--- src/rtl/adder_sync.sv ---
// Datapath adder for the MR ALU. It produces the wrap-around sum and the C/V/Z/N flags
// combinationally, and keeps a one-stage registered copy for the control unit to sample.
module adder_sync #(
  parameter int N = 8
) (
  input  logic         clk,
  input  logic         rst,
  input  logic [N-1:0] in_a,
  input  logic [N-1:0] in_b,
  input  logic         in_valid,
  output logic [N-1:0] out,
  output logic         flag_c,
  output logic         flag_v,
  output logic         flag_z,
  output logic         flag_n,
  output logic [N-1:0] out_q,
  output logic [3:0]   flags_q,
  output logic         valid_q
);

  // Signed overflow: both operands have the same sign and the result sign differs from it.
  function automatic logic ovf_f(input logic sa, input logic sb, input logic sr);
    return (sa == sb) && (sr != sa);
  endfunction

  logic [N:0]   sum_p0;
  logic [N-1:0] out_d;
  logic [3:0]   flags_d;
  logic         valid_d;

  // Stage p0: combinational sum and flags, independent of clk and rst
  assign sum_p0 = {1'b0, in_a} + {1'b0, in_b};
  assign out    = sum_p0[N-1:0];
  assign flag_c = sum_p0[N];
  assign flag_v = ovf_f(in_a[N-1], in_b[N-1], sum_p0[N-1]);
  assign flag_z = (sum_p0[N-1:0] == '0);
  assign flag_n = sum_p0[N-1];

  always_comb begin
    out_d   = out_q;
    flags_d = flags_q;
    valid_d = 1'b0;
    if (in_valid) begin
      out_d   = out;
      flags_d = {flag_c, flag_v, flag_z, flag_n};
      valid_d = 1'b1;
    end
  end

  // Stage p1: registered copy; reset takes priority over a capture
  always_ff @(posedge clk) begin
    if (rst) begin
      out_q   <= '0;
      flags_q <= 4'b0000;
      valid_q <= 1'b0;
    end else begin
      out_q   <= out_d;
      flags_q <= flags_d;
      valid_q <= valid_d;
    end
  end

endmodule

--- config.mk ---
export PLATFORM = sky130hd
export DESIGN_NAME = adder_sync
export DESIGN_NICKNAME = d
export VERILOG_FILES = /design/src/rtl/adder_sync.sv
export SDC_FILE = /design/constraint.sdc
export NUM_CORES = 1
export LEC_CHECK = 0
export ABC_CLOCK_PERIOD_IN_PS = 4990
export BUFFER_PORTS_ARGS = -buffer_cell sky130_fd_sc_hd__buf_2
export CAP_MARGIN = 20
export CORE_UTILIZATION = 47
export CTS_CLUSTER_DIAMETER = 200
export DETAILED_ROUTE_END_ITERATION = 8
export PLACE_DENSITY = 0.83
export SLEW_MARGIN = 40
export SYNTH_ARGS = -nofsm -noshare
export SYNTH_HDL_FRONTEND = slang
export SYNTH_SLANG_ARGS = --single-unit
--- constraint.sdc ---
create_clock -name clk -period 4.99 [get_ports clk]
set_input_delay 0.7485 -clock clk [delete_from_list [all_inputs] [get_ports clk]]
set_output_delay 0.7485 -clock clk [all_outputs]
set_load 0.02 [all_outputs]
==> out/results.tsv, run 1 <==
stage	metric	value	unit
floorplanning	start_util	0.5278	
sta	worst_slack	1.467	ns
setup_path	cp_cell_sequence	buf_2 > ha_1 > inv_1 > fa_1 > nand2b_1 > a21oi_1 > xor2_1 > or4_4 > nor4_1 > buf_2	
power_and_ir_drop	p_leak	0.5844	nW
drt	m1WireLength	830	um
drt	met2_length	845	um
min_path	holdCritStartpoint	out_q[1]$_SDFFE_PP0P_	
clocking	ctsResizeCount	0	
setup_path	crit_top_cell	buf_2	
yosys	synth.largest_area_cell	dfxtp_1	
clocking	numClockSinks	12	
yosys	async_flop_share	0	
drt	postRouteAntennaNets	0	
setup_path	r2r_cells	2	
sta	rsz0062_at_grt	false	
clocking	numCtsBuffers	3	
layout	nets	168	
placed_design	place_congestion	0.8582	
yosys	synth_edf_count	0	
drt	wl_met3	148	um
clocking	clk_latency	0.27	ns
global_route	grt_overflow	0	
layout	design_area	0.001081	mm2
layout	n_antenna_cell	0	
sta	fmax	283.9	MHz
setup_path	crit_type	primary input to output pin	
run_status	run_status	finished clean	
placed_design	hpwl	1493	um
yosys	synth.area.top_cells	dfxtp_1 (29%), ha_1 (12%), mux2i_1 (7.2%)	
sta	fin_skew	0	ns
clocking	ctsHoldBuffers	0	
global_route	grt_pass1_wl	2891	um
yosys	syn-num-nets	124	
yosys	synth-seq-cells	12	
setup_path	critPathSlowestCell	or4_4	
global_route	grt_usage	0.1986	
power_and_ir_drop	powerDensity	299.8	mW/mm2
yosys	synth.distinct_cells	34	
sta	slew_headroom	0.5695	
sta	tns	0	ns
clocking	clk_pin_slew	0.08	ns
floorplanning	ios	44	
yosys	synth.cell_area	832.0	um2
drt	highest_layer	met3	
global_route	antenna_found_initial	0	
sta	finalMaxSlewViolations	0	
sta	worstMarginPinSlew	0.6414	ns
setup_path	cpPeakStageDelay	0.44	ns
drt	drc	0	
drt	wl	1824	um
floorplanning	die_w	44.08	um
sta	finalCriticalPeriod	3.523	ns
yosys	synthFlopType	dfxtp_1	
sta	setup-violations-final	0	
placed_design	dpl-instance-area	0.001045	mm2
yosys	synth_warnings	0	
floorplanning	fp.coreArea	0.001577	mm2
layout	syn2layout_area_growth	29.93	%
setup_path	endpoint	flag_z	
floorplanning	die_h	44.08	um
sta	hold_viol_final	0	
global_route	grt_max_degree	13	
setup_path	worstPathRequired	4.24	ns
yosys	synth_top_cell_area_share	0.2887	
setup_path	r2r-start	flags_q[3]$_SDFFE_PP0P_	
yosys	synth_cells	96	
drt	drt_pre_antenna_iters	6	
floorplanning	die-area	0.001943	mm2
job	cap_violations	0	
drt	vias	848	
setup_path	crit_start	in_a[0]	
power_and_ir_drop	vdd_drop_max	229.4	uV
layout	layout_common_cells	buf_2 (43), nor2_1 (14), dfxtp_1 (12), inv_1 (8), ha_1 (8)	
drt	initialDrtViolationCount	9	
drt	wl_per_cell	11.77	um
setup_path	setup.worst_path.start_class	primary input	
placed_design	port_buffers	43	
yosys	synth_area_per_cell	8.667	um2
setup_path	crit_path_end_kind	output pin	
clocking	cts_tree	built	
setup_path	path_max_fanout	3	
layout	final_common_cell	buf_2	
floorplanning	num_rows	14	
clocking	h-tree-depth	1	
placed_design	dpl_worst_slack	1.473	ns
global_route	grt_pass1_vias	702	
setup_path	r2r_end	flags_q[3]$_SDFFE_PP0P_	
clocking	clockRootBuffer	clkbuf_4	
yosys	ys_seq_area_frac	0.2887	
clocking	cts_setup_buffers	0	
sta	period_share	0.7059	
clocking	cts_buffer_depth	2	
drt	viasPerCell	5.471	
setup_path	r2r_slack	4.28	ns
min_path	hp-class	register to register	
layout	drive_gt1_frac	0.3597	
setup_path	arrival	2.77	ns
kinds of logic after synthesis:
kind of cell,share of synthesized area
and+or+nand+nor,0.1579
DFF,0.2887
muxes,0.07218
AOI/OAI and AO/OA,0.2211
buffers and inverters,0.06316
xor gates and xnor gates,0.05263
adders and majority gates,0.1444
worst min path at each step:
| stage | end | slack (ns) | depth (start not counted) |
|---|---|---|---|
| 6_report | out_q[1]$_SDFFE_PP0P_ | 0.48 | 2 |
| 5_1_grt | out_q[1]$_SDFFE_PP0P_ | 0.50 | 2 |
| 4_1_cts | out_q[1]$_SDFFE_PP0P_ | 0.48 | 2 |
| 3_5_place_dp | out_q[1]$_SDFFE_PP0P_ | 0.47 | 2 |
| 3_3_place_gp | flags_q[2]$_SDFFE_PP0P_ | 0.46 | 2 |
| 2_1_floorplan | out_q[1]$_SDFFE_PP0P_ | 0.55 | 2 |
stage by stage:
step	utilization	hold slack [ns]	total power, W	instances
after global routing	0.6857	0.5032	0.0003419	155
after detailed placement	0.6627	0.4740	0.0002488	151
final	0.6857	0.4808	0.0003241	155
after floorplan	-	0.5508	0.0002097	96
after CTS	0.6857	0.4844	0.0003257	155
after global placement	0.6627	0.4608	0.0002468	151
power breakdown:
group          switching, W  leakage (nW)  internal, W   total, W
Clock             0.0000329        0.0210    0.0000443  0.0000772
Sequential       0.00000383        0.0990     0.000104   0.000108
Combinational     0.0000877         0.464    0.0000513   0.000139
Total              0.000124         0.584     0.000200   0.000324
cell type report:
cell class              count  area, um2
multi-input cells          72      539.3
fillers                   141      495.5
flip-flops and latches     12      240.2
repair buffers             43      215.2
clock buffers               4      36.28
inverters                   8      30.03
well taps                  16      20.02
synthesized netlist by cell type (2+ instances only):
library cell,count
a211oi_1,2
a21oi_1,4
a311oi_1,2
buf_4,2
clkbuf_1,2
dfxtp_1,12
ha_1,8
inv_1,8
mux2i_1,6
nand2_1,5
nand2b_1,2
nand3_1,2
nor2_1,14
o211ai_1,2
o21ai_0,3
xor2_1,4
registers in the layout, summed over array words and instances, names as in the netlist:
register	cells
out_q	7
flags_q	4
valid_q	1
worst max-delay path: cells and delay by family:
kind,cells,cell delay [ns]
AO/OA/AOI/OAI,1,0.17
XOR/XNOR,1,0.12
adder cells (fa/ha/maj),2,0.56
AND/OR/NAND/NOR,3,0.82
buffers and inverters,3,0.36
routing by layer:
metal	vias up	global-route usage
li1	433	-
met1	376	0.2519
met2	39	0.3206
met3	0	0.08163
met4	0	0.03636
met5	-	0
Note: power is estimated with default switching activity, not from simulation.
==> run 2, diff against run 1 <==
--- a/config.mk
+++ b/config.mk
@@ -5,13 +5,15 @@
 export SDC_FILE = /design/constraint.sdc
 export NUM_CORES = 1
 export LEC_CHECK = 0
-export ABC_CLOCK_PERIOD_IN_PS = 4990
+export ABC_AREA = 1
+export ABC_CLOCK_PERIOD_IN_PS = 3070
 export BUFFER_PORTS_ARGS = -buffer_cell sky130_fd_sc_hd__buf_2
 export CAP_MARGIN = 20
-export CORE_UTILIZATION = 47
+export CORE_ASPECT_RATIO = 1.4
+export CORE_UTILIZATION = 41
 export CTS_CLUSTER_DIAMETER = 200
 export DETAILED_ROUTE_END_ITERATION = 8
-export PLACE_DENSITY = 0.83
+export PLACE_DENSITY = 0.75
 export SLEW_MARGIN = 40
 export SYNTH_ARGS = -nofsm -noshare
 export SYNTH_HDL_FRONTEND = slang
==> constraint.sdc (replaced) <==
create_clock -name clk -period 3.07 [get_ports clk]
set_input_delay 0.4605 -clock clk [delete_from_list [all_inputs] [get_ports clk]]
set_output_delay 0.4605 -clock clk [all_outputs]
set_load 0.02 [all_outputs]
==> out/results.tsv, run 2 <==
stage	metric	value	unit
setup_path	arrival	2.06	ns
drt	drc	0	
floorplanning	fp.coreArea	0.002021	mm2
sta	worstMarginPinSlew	0.3037	ns
global_route	grt_max_degree	19	
sta	finalMaxSlewViolations	0	
floorplanning	start_util	0.4452	
sta	fin_skew	0	ns
layout	nFillCells	209	
power_and_ir_drop	switchingPower	0.0001894	W
layout	layout_common_cells	buf_2 (43), nand2_1 (32), inv_1 (31), nor2_1 (18), dfxtp_1 (12)	
yosys	async_flop_share	0	
global_route	grt_overflow	0	
yosys	synth.area.top_cells	dfxtp_1 (27%), nand2_1 (13%), inv_1 (13%)	
layout	fin_cells	205	
drt	postRouteAntennaNets	0	
clocking	clk_latency	0.26	ns
layout	nets	214	
power_and_ir_drop	power.share.sequential	0.366	
clocking	cts_setup_buffers	0	
sta	fmax	396.5	MHz
setup_path	crit_type	primary input to output pin	
power_and_ir_drop	clkPwrFrac	0.189	
placed_design	port_buffers	43	
yosys	synthAdderAreaFrac	0.1335	
sta	slew_headroom	0.7975	
yosys	synth_top_cell_area_share	0.2670	
power_and_ir_drop	powerDensity	418.8	mW/mm2
yosys	synthFlopType	dfxtp_1	
power_and_ir_drop	p_sw_frac	0.3968	
clocking	cts_tree	built	
power_and_ir_drop	power.internal	0.0002879	W
yosys	muxShareOfSynthArea	0	
setup_path	cp_cell_sequence	buf_2 > ha_1 > inv_1 > fa_1 > inv_1 > nand2_1 > nand2_1 > nand3_1 > nand2_1 > nand3_1 > nor2_1 > nand2_1 > inv_1 > buf_2	
setup_path	worstPathRequired	2.61	ns
clocking	numCtsBuffers	3	
yosys	synthXorXnorAreaFrac	0.009736	
drt	vias	977	
drt	initialDrtViolationCount	13	
setup_path	cpPeakStageDelay	0.39	ns
setup_path	setup.worst_path.start_class	primary input	
drt	wl	1935	um
floorplanning	die_w	41.59	um
clocking	ctsHoldBuffers	0	
clocking	cts_buffer_depth	2	
setup_path	crit_top_cell	nand2_1	
drt	drt_pre_antenna_iters	4	
setup_path	crit_path_end_kind	output pin	
sta	hold_viol_final	0	
job	cap_violations	0	
sta	setup-violations-final	0	
yosys	yosysMostFrequentCell	nand2_1	
floorplanning	die-area	0.002388	mm2
power_and_ir_drop	pwr-share-comb	0.445	
min_path	hp-class	primary input to register	
yosys	synth_common_cells	nand2_1 (32), inv_1 (31), nor2_1 (18), dfxtp_1 (12), nand3_1 (9)	
yosys	synth-seq-cells	12	
layout	top_register	out_q	
floorplanning	ios	44	
yosys	synth.cell_area	899.6	um2
yosys	synth-simple-area-share	0.3032	
layout	largest_registers	out_q: 7 flops, flags_q: 4 flops, valid_q: 1 flops	
yosys	synth_warnings	0	
yosys	ys_seq_area_frac	0.2670	
setup_path	critPathSlowestCell	fa_1	
placed_design	placed_cells	202	
floorplanning	num_rows	19	
clocking	h-tree-depth	1	
yosys	synth_cells	142	
global_route	grt_usage	0.1730	
yosys	synth_edf_count	0	
sta	finalCriticalPeriod	2.522	ns
clocking	numClockSinks	12	
layout	drive_gt1_frac	0.2826	
clocking	clk_pin_slew	0.07	ns
sta	tns	0	ns
layout	final_common_cell	buf_2	
power_and_ir_drop	vdd_drop_max	177.5	uV
clocking	clockRootBuffer	clkbuf_4	
yosys	synth_top_family_by_area	simple AND/OR/NAND/NOR gates	
global_route	grt_pass1_wl	3332	um
global_route	grt_pass1_vias	842	
layout	n_antenna_cell	0	
yosys	syn-num-nets	170	
placed_design	place_congestion	0.7947	
layout	syn2layout_area_growth	26.70	%
sta	rsz0062_at_grt	false	
drt	wl_per_cell	9.439	um
clocking	ctsResizeCount	0	
power_and_ir_drop	p_leak	0.7301	nW
setup_path	path_max_fanout	4	
floorplanning	die_h	57.43	um
yosys	synth_area_per_cell	6.335	um2
yosys	synth.largest_area_cell	dfxtp_1	
global_route	antenna_found_initial	0	
run_status	run_status	finished clean	
drt	viasPerCell	4.766	
yosys	synth.distinct_cells	21	
layout	largest_reg_flops	7	
yosys	synth_compound_area_frac	0.1266	
placed_design	hpwl	1682	um
sta	period_share	0.8216	
-- run 2: cell count changes after synthesis, moves of 2 or more --
cell,change
a211oi_1,-2
a21oi_2,+3
a311oi_1,-2
inv_1,+23
mux2i_1,-6
nand2_1,+27
nand2_2,+2
nand2b_1,-2
nand3_1,+7
nor2_1,+4
o21ai_0,+4
o21ai_1,+2
or2_1,+2
xor2_1,-4
-- run 2: cell type report --
class / instances / area, um2 / share of cell area
Tap cell: 21 / 26.28 / 0.02305
Inverter: 32 / 120.1 / 0.1054
Multi-Input combinational cell: 94 / 515.5 / 0.4523
Timing Repair Buffer: 43 / 215.2 / 0.1888
Clock buffer: 3 / 22.52 / 0.01976
Sequential cell: 12 / 240.2 / 0.2108
-- run 2: kinds of logic (layout without fill, tap and decap cells) --
logic type	Yosys count	in the layout
simple gates	65	65
compound gates	19	19
buf+inv	36	78
xor+xnor	1	1
fa+ha+maj	9	9
flops	12	12
-- run 2: path summary, 6_finish.rpt --
path,from,end,slack [ns],cells past startpoint
setup / recovery,in_b[0],flag_z,0.55,14
hold / removal,rst,valid_q$_SDFF_PP0_,0.46,2
setup reg to reg,out_q[5]$_SDFFE_PP0P_,out_q[5]$_SDFFE_PP0P_,2.37,4
hold reg to reg,out_q[4]$_SDFFE_PP0P_,out_q[4]$_SDFFE_PP0P_,0.48,2
-- run 2: per-layer routing --
metal,track usage,share of wire
met5,0,0
met4,0.06912,0.010
met3,0.02848,0.037
met2,0.3259,0.52
met1,0.1875,0.43
-- run 2: metrics by stage --
stage                     setup slack [ns]  total power [W]  cell area (um2)  utilization  hold WS (ns)
after detailed placement            0.5495        0.0003923             1117       0.5529        0.4670
final                               0.5478        0.0004774             1140       0.5641        0.4579
after floorplan                     0.6986        0.0003303            899.6            -        0.5329
after global routing                0.4261        0.0005140             1140       0.5641        0.4515
after CTS                           0.5395        0.0004837             1140       0.5641        0.4501
after global placement              0.5886        0.0003873             1117       0.5529        0.4555
-- run 2: critical path: cells and delay by family --
kind | cells | cell delay (ns)
fa+ha+maj | 2 | 0.56
buf+inv | 5 | 0.42
simple gates | 7 | 0.62
-- run 2: power groups by stage --
stage | combinational [W] | sequential (W) | clock (W)
after floorplan | 0.000136 | 0.000194 | 0
after global placement | 0.000210 | 0.000177 | 0
after detailed placement | 0.000214 | 0.000178 | 0
after CTS | 0.000215 | 0.000175 | 0.0000942
after global routing | 0.000236 | 0.000176 | 0.000102
final | 0.000213 | 0.000175 | 0.0000902
